$ cat config.mk
export PLATFORM = sky130hd
export DESIGN_NAME = scarv_soc_bram_bus_adapter
export DESIGN_NICKNAME = d
export VERILOG_FILES = /design/src/rtl/scarv_soc_mem_pkg.sv /design/src/rtl/scarv_soc_rsp_fifo.sv /design/src/rtl/scarv_soc_bram_bus_adapter.sv
export SDC_FILE = /design/constraint.sdc
export NUM_CORES = 1
export LEC_CHECK = 0
export BUFFER_PORTS_ARGS = -buffer_cell sky130_fd_sc_hd__buf_4
export CAP_MARGIN = 20
export CORE_MARGIN = 3
export CORE_UTILIZATION = 41
export DETAILED_ROUTE_END_ITERATION = 7
export PLACE_DENSITY = 0.93
export SYNTH_ARGS = -nofsm -noshare
export SYNTH_HDL_FRONTEND = slang
export SYNTH_SLANG_ARGS = --single-unit
$ cat constraint.sdc
create_clock -name g_clk -period 3.3 [get_ports g_clk]
set_input_delay 0.165 -clock g_clk [delete_from_list [all_inputs] [get_ports g_clk]]
set_output_delay 0.165 -clock g_clk [all_outputs]
set_load 0.02 [all_outputs]
$ cat src/rtl/scarv_soc_mem_pkg.sv
// Shared types for the SoC memory bus to BRAM adapter: response queue entry and queue depths.
package scarv_soc_mem_pkg;

  typedef struct packed {
    logic        err;
    logic        is_rd;
    logic        fresh;
    logic [31:0] data;
  } rsp_entry_t;

  localparam int RSP_DEPTH_BUF   = 2;
  localparam int RSP_DEPTH_NOBUF = 1;

endpackage

$ cat src/rtl/scarv_soc_rsp_fifo.sv
// In-order response queue (depth 1 or 2). A freshly pushed read entry forwards bram_rdata
// straight through while it is the head, and captures it at the end of that cycle.
module scarv_soc_rsp_fifo
  import scarv_soc_mem_pkg::*;
#(
  parameter int DEPTH = 1
) (
  input  logic        g_clk,
  input  logic        g_resetn,
  input  logic        push,
  input  logic        push_err,
  input  logic        push_rd,
  input  logic        pop,
  input  logic [31:0] bram_rdata,
  output logic [1:0]  occ,
  output logic        recv,
  output logic        error,
  output logic [31:0] rdata
);

  rsp_entry_t ent_q [DEPTH];
  rsp_entry_t ent_d [DEPTH];
  logic [1:0] occ_mid;
  logic [1:0] occ_d;

  always_comb begin
    ent_d   = ent_q;
    occ_mid = occ;
    // BRAM data is only valid the cycle after issue, so capture it now
    for (int i = 0; i < DEPTH; i++) begin
      if (ent_d[i].fresh) begin
        ent_d[i].data  = bram_rdata;
        ent_d[i].fresh = 1'b0;
      end
    end
    if (pop) begin
      for (int i = 0; i < DEPTH - 1; i++) ent_d[i] = ent_d[i+1];
      occ_mid = occ - 2'd1;
    end
    occ_d = occ_mid;
    if (push) begin
      for (int i = 0; i < DEPTH; i++) begin
        if (occ_mid == 2'(i))
          ent_d[i] = '{err: push_err, is_rd: push_rd, fresh: push_rd, data: 32'd0};
      end
      occ_d = occ_mid + 2'd1;
    end
  end

  always_ff @(posedge g_clk or negedge g_resetn) begin
    if (!g_resetn) begin
      occ <= 2'd0;
      for (int i = 0; i < DEPTH; i++) ent_q[i] <= '0;
    end else begin
      occ <= occ_d;
      for (int i = 0; i < DEPTH; i++) ent_q[i] <= ent_d[i];
    end
  end

  assign recv  = (occ != 2'd0);
  assign error = recv & ent_q[0].err;
  assign rdata = (recv & ent_q[0].is_rd) ?
                 (ent_q[0].fresh ? bram_rdata : ent_q[0].data) : 32'd0;

endmodule

$ cat src/rtl/scarv_soc_bram_bus_adapter.sv
// SoC memory bus to single BRAM port adapter: address decode, BRAM drive and grant logic.
// SCARV_SOC_BRAM_ADAPTER_RSP_BUF_EN selects a two-entry response buffer (default: one entry).
module scarv_soc_bram_bus_adapter
  import scarv_soc_mem_pkg::*;
#(
  parameter logic [31:0] BASE     = 32'h0000_0000,
  parameter int          DEPTH    = 1024,
  parameter bit          WRITE_EN = 1'b1,
  localparam int         LW       = $clog2(DEPTH)
) (
  input  logic          g_clk,
  input  logic          g_resetn,
  input  logic          mem_req,
  output logic          mem_gnt,
  input  logic          mem_wen,
  input  logic [3:0]    mem_strb,
  input  logic [31:0]   mem_wdata,
  input  logic [31:0]   mem_addr,
  output logic          mem_recv,
  input  logic          mem_ack,
  output logic          mem_error,
  output logic [31:0]   mem_rdata,
  output logic          bram_en,
  output logic [3:0]    bram_we,
  output logic [LW-1:0] bram_addr,
  output logic [31:0]   bram_wdata,
  input  logic [31:0]   bram_rdata
);

`ifdef SCARV_SOC_BRAM_ADAPTER_RSP_BUF_EN
  localparam int C = RSP_DEPTH_BUF;
`else
  localparam int C = RSP_DEPTH_NOBUF;
`endif

  logic       hit;
  logic       err;
  logic       accept;
  logic       rsp_hs;
  logic [1:0] occ;
  logic       unused_addr_lsb;

  assign hit    = (mem_addr[31:LW] == BASE[31:LW]);
  assign err    = !hit | (mem_wen & !WRITE_EN);
  assign rsp_hs = mem_recv & mem_ack;
  // An ack in this cycle frees a slot, allowing accept into a full queue
  assign mem_gnt = g_resetn & ((occ - {1'b0, rsp_hs}) < 2'(C));
  assign accept  = mem_req & mem_gnt;

  assign bram_en    = accept & !err;
  assign bram_we    = (bram_en & mem_wen) ? mem_strb : 4'b0000;
  assign bram_addr  = {mem_addr[LW-1:2], 2'b00};
  assign bram_wdata = mem_wdata;

  assign unused_addr_lsb = ^mem_addr[1:0];

  scarv_soc_rsp_fifo #(.DEPTH(C)) u_rsp_fifo (
    .g_clk      (g_clk),
    .g_resetn   (g_resetn),
    .push       (accept),
    .push_err   (err),
    .push_rd    (!err & !mem_wen),
    .pop        (rsp_hs),
    .bram_rdata (bram_rdata),
    .occ        (occ),
    .recv       (mem_recv),
    .error      (mem_error),
    .rdata      (mem_rdata)
  );

endmodule
* After elaboration in Yosys (flattened, before gate mapping) *
Cells that the tools add are included.

storage, ports and cells
  register bits = 37
  input port bits = 105
  output and inout bits = 82
  word-level logic and storage cells = 31

operators by class
  $add $sub $neg = 3
  $lt $le $gt $ge = 1
  multiplexer cells = 8
  bitwise logic cells = 8
  reductions and logical operators = 6

operators by type and width
  cell                 count
  $mux 32              3
  $mux 33              2
  $logic_not 22->1     1
  $and 1x1->1          8
  $mux 2               2
  $mux 4               1
  $add 2x1->2 const B  1
  $logic_not 1->1      2
  $logic_not 2->1      1
  $lt 2x1->1 const B   1
  $reduce_and 2->1     1
  $reduce_bool 2->1    1
  $sub 2x1->2          1
  $sub 2x1->2 const B  1

* Longest topological paths before layout *
  word-level depth = 9
  mapped depth = 10
  gate-level depth less buffers = 9

* Hierarchy *
A second synthesis with hierarchy kept.

unflattened totals
  cells, all modules = 232
  area total of the unflattened synthesis = 2237.1 um^2

by module, submodules not included
  module                      instances  cells each  area each (um^2)  seq. area each (um^2)
  scarv_soc_rsp_fifo          1          162         1722.9            925.9
  scarv_soc_bram_bus_adapter  1          70          514.2             0.0

* Worst setup path before layout *
Ideal clock, no wire load.

  path type = flip-flop to flip-flop
  from = register u_rsp_fifo.occ[0]
  to = register, netlist name u_rsp_fifo.ent_q[10]
  setup time = 0.131 ns
  arrival = 1.909 ns
  required time = 3.169 ns
  path slack = 1.260 ns
  cell stages (with the launch flop) = 11
  buffers on the path = 1
  clock period less this slack = 2.040 ns
  path through = dfrtp_1 -> inv_1 -> ha_1 -> nand2b_1 -> xnor2_1 -> inv_2 -> ha_1 -> nand3_1 -> nor2_1 -> clkbuf_1 -> nor2_1

RTL lines
  element                   line                      RTL
  start: declaration        scarv_soc_rsp_fifo.sv:15  output logic [1:0] occ,
  start signal: assignment  scarv_soc_rsp_fifo.sv:52  occ <= 2'd0;
  start signal: assignment  scarv_soc_rsp_fifo.sv:55  occ <= occ_d;

==> tab_implementation.tex <==
\begin{tabular}{lr}
\hline
Metric & Value \\
\hline
\multicolumn{2}{l}{\textbf{Cells and area}} \\
\quad Layout Nets & 397 \\
\quad Commonest cells after routing, fill and taps aside & sky130\_fd\_sc\_hd\_\_buf\_4, sky130\_fd\_sc\_hd\_\_nor2\_1, sky130\_fd\_sc\_hd\_\_dfrtp\_1 \\
\quad Core occupancy in the finished layout & 0.5733 \\
\quad ANT cells & 0 \\
\quad Fraction of final layout cells with drive strength greater than 1 & 0.4089 \\
\quad Filler cells & 444 \\
\quad Commonest non-fill, non-tap cell in the layout & sky130\_fd\_sc\_hd\_\_buf\_4 \\
\quad Area growth syn-to-layout & 31.68\% \\
\multicolumn{2}{l}{\textbf{Worst setup path}} \\
\quad CP max FO & 17 \\
\quad Required time at the worst-slack endpoint & 3.46 ns \\
\quad Worst setup path category & flip-flop to flip-flop \\
\quad Top cell by count, worst path & sky130\_fd\_sc\_hd\_\_ha\_1 \\
\quad Critical path launch point type & flip-flop \\
\quad Reg2reg start & u\_rsp\_fifo.occ[1] \\
\quad Maximum single-stage delay on the critical path & 0.52 ns \\
\quad Critical path capture point type & flip-flop \\
\quad Worst path slowest cell & sky130\_fd\_sc\_hd\_\_nor2\_2 \\
\quad Cell-by-cell listing of the critical path & inv\_1 -> ha\_1 -> nand2b\_1 -> xnor2\_1 -> inv\_2 -> ha\_1 -> nand3\_1 -> nor2\_2 -> buf\_4 -> nor2\_1 \\
\quad Arrival time at the worst endpoint & 2.70 ns \\
\quad Origin of the worst setup path & u\_rsp\_fifo.occ[1] \\
\quad Worst reg-to-reg setup slack & 0.76 ns \\
\multicolumn{2}{l}{\textbf{Logic synthesis}} \\
\quad Post-synth top area share & 0.4358 \\
\quad Yosys warning total & 0 \\
\quad Main combinational cell family by area after synthesis & simple AND/OR/NAND/NOR gates \\
\quad Summed instance area of the synthesized netlist & 2125 sq um \\
\quad Post-Synth Simple-Gate Area & 0.2002 \\
\quad Synth area leaders & sky130\_fd\_sc\_hd\_\_dfrtp\_1, sky130\_fd\_sc\_hd\_\_mux2i\_1, sky130\_fd\_sc\_hd\_\_buf\_4 \\
\quad Xor/xnor cell area share of the yosys netlist & 0.004122 \\
\quad Area share of fa/ha/maj cells after synthesis & 0.01178 \\
\quad Sequential area share after synthesis & 0.4358 \\
\quad Synthesized area divided by synthesized cell count & 9.318 sq um \\
\quad Number of distinct library cells after synthesis & 26 \\
\quad Number of instances in the synthesized netlist & 228 \\
\quad Library cell occupying the most area in the post-synthesis netlist & sky130\_fd\_sc\_hd\_\_dfrtp\_1 \\
\quad FF+latch count, synth & 37 \\
\quad Multiplexer share of the synthesized area & 0.1608 \\
\quad Post-synthesis compound-gate area fraction & 0.008834 \\
\multicolumn{2}{l}{\textbf{STA}} \\
\quad Count of pins over their slew limit & 0 \\
\quad Max-slew headroom at the worst pin & 0.3823 \\
\quad Final worst setup slack & 0.7565 ns \\
\quad Max frequency & 393.2 MHz \\
\quad Total Neg Setup Slack & 0 ns \\
\quad Post-layout minimum cycle time & 2.543 ns \\
\quad Unrepaired setup endpoints after global routing & no \\
\quad Share of the cycle needed by the critical path after routing & 0.7708 \\
\quad Number of hold violations in the final report & 0 \\
\quad Actual transition at the worst max-transition pin & 0.9265 ns \\
\quad Worst clock skew & 0.007365 ns \\
\quad Number of setup violations in the final report & 0 \\
\multicolumn{2}{l}{\textbf{Drt}} \\
\quad Length of the first detailed-routing pass in iterations & 4 \\
\quad DRC marker count from the first detailed-route iteration & 78 \\
\quad Drt wl/cell & 14.54 microns \\
\quad Vias & 1734 \\
\quad Detailed-route wire length & 5207 microns \\
\quad Number of remaining DRC errors & 0 \\
\quad Number of nets with antenna violations after routing & 0 \\
\quad DR vias/cell & 4.844 \\
\multicolumn{2}{l}{\textbf{Power and ir drop}} \\
\quad Areal power density over the cells & 420.2 nW/um\^{}2 \\
\quad Max IR drop VDD & 0.0004365 V \\
\quad Reported leakage power & 1.343 nW \\
\multicolumn{2}{l}{\textbf{Placed design}} \\
\quad Count of buffers inserted at the top-level ports & 102 \\
\quad Global placement routability congestion & 0.8484 \\
\quad Post-place setup slack & 0.7205 ns \\
\quad HPWL after DPL & 4002 microns \\
\multicolumn{2}{l}{\textbf{Outcome}} \\
\quad Status & completed \\
\multicolumn{2}{l}{\textbf{Floorplanning}} \\
\quad Std cell rows & 25 \\
\quad Die area & 6082 sq um \\
\quad Floorplan core area & 4880 sq um \\
\quad Vert. Die Dim & 77.99 microns \\
\quad Boundary pin count & 187 \\
\quad Effective utilization at floorplan & 0.4354 \\
\quad Width of the chip & 77.99 microns \\
\multicolumn{2}{l}{\textbf{GRT}} \\
\quad Number of antenna violations at the first check in global routing & 0 \\
\quad Total Routing Usage GR & 0.1762 \\
\quad Vias in the first global route & 1820 \\
\quad Maximum number of pins on one net before global-route repair & 39 \\
\quad First-pass GRT wire length & 8569 microns \\
\quad Total congestion overflow & 0 \\
\multicolumn{2}{l}{\textbf{Run}} \\
\quad Number of maximum-capacitance constraint violations & 0 \\
\multicolumn{2}{l}{\textbf{Hold path}} \\
\quad Startpoint of the lowest-slack hold path & mem\_wen \\
\quad Min-Delay Path Class & input pin to flip-flop \\
\multicolumn{2}{l}{\textbf{CTS}} \\
\quad Clk sink count & 37 \\
\quad Insertion delay to the later sink of the worst-skew pair & 0.28 ns \\
\quad Clock transition time at the flip-flop clock pins of the worst setup and hold paths & 0.07 ns \\
\quad Maximum count of clock buffers along a single path & 2 \\
\quad Root Buffer & sky130\_fd\_sc\_hd\_\_clkbuf\_8 \\
\quad Count of H-tree levels built during CTS & 2 \\
\quad Number of buffers created by CTS & 5 \\
\quad Cts-stage hold buffer count & 1 \\
\quad Clock tree from TritonCTS & built \\
\quad Number of buffers inserted by post-CTS setup repair & 0 \\
\quad Post-CTS Resized & 0 \\
\hline
\end{tabular}
## power by group
part / internal (W) / total (W) / leakage (nW) / switching, W
clock: 0.000246 / 0.000394 / 0.0585 / 0.000147
sequential: 0.000472 / 0.000483 / 0.508 / 0.0000107
combinational: 0.000132 / 0.000299 / 0.776 / 0.000167
## layer usage
layer,vias to the layer above,GRT usage,routed length (microns)
li1,817,-,-
met1,813,0.2047,1944
met2,89,0.2928,2675
met3,15,0.06845,451
met4,0,0.06643,136
met5,-,0,0
## state kept, by name (all words and copies together), names as in the netlist
signal / flops
u_rsp_fifo.ent_q: 35
u_rsp_fifo.occ: 2
## through the flow
stage | hold WS (ns) | std cells | power (W) | instance area [sq um]
4_1_cts | 0.03566 | 357 | 0.001195 | 2770
3_5_place_dp | 0.2667 | 348 | 0.0007919 | 2644
5_1_grt | 0.04626 | 358 | 0.001250 | 2798
3_3_place_gp | 0.2623 | 348 | 0.0007764 | 2644
2_1_floorplan | -0.1306 | 229 | 0.0007274 | 2128
6_report | 0.05005 | 358 | 0.001176 | 2798
## synthesized netlist by cell type (all sizes together)
cell type,number
a21oi,1
and2,5
buf,45
clkbuf,7
conb,1
dfrtp,37
ha,2
inv,6
mux2,1
mux2i,33
nand2,2
nand2b,2
nand3,3
nand4,2
nor2,67
nor2b,2
nor3,1
nor4,6
o21ai,1
o41ai,1
or4,1
or4b,1
xnor2,1
## worst max-delay path, delay by kind of cell (launching register included)
family	cells	cell delay, ns
adder cells (fa/ha/maj)	2	0.37
flip-flops	1	0.36
AND/OR/NAND/NOR	4	0.90
buffers and inverters	3	0.54
XOR/XNOR	1	0.24
## area by class of cell
| class | count | area [sq um] | share of cell area |
|---|---|---|---|
| Timing Repair Buffer | 106 | 818.3 | 0.2925 |
| Tap cell | 67 | 83.83 | 0.02996 |
| Sequential cell | 37 | 927.1 | 0.3314 |
| Clock buffer | 7 | 86.33 | 0.03086 |
| Clock inverter | 1 | 30.03 | 0.01073 |
| Multi-Input combinational cell | 134 | 829.5 | 0.2965 |
| Inverter | 6 | 22.52 | 0.008050 |
## worst paths after layout
path | end | cells past startpoint
worst max-delay path | u_rsp_fifo.ent_q[24] | 10
worst min-delay path | u_rsp_fifo.ent_q[32] | 2
worst max register to register | u_rsp_fifo.ent_q[24] | 10
worst min register to register | u_rsp_fifo.ent_q[34] | 1
max in group asynchronous | u_rsp_fifo.ent_q[32] | 3
min in group asynchronous | u_rsp_fifo.ent_q[22] | 3
## cells by family after synthesis
family / after synthesis
adders and majority gates: 2
other: 1
xor gates and xnor gates: 1
buffers and inverters: 58
and+or+nand+nor: 92
muxes: 34
DFF: 37
AOI/OAI and AO/OA: 3
(Power assumes the default switching activity.)
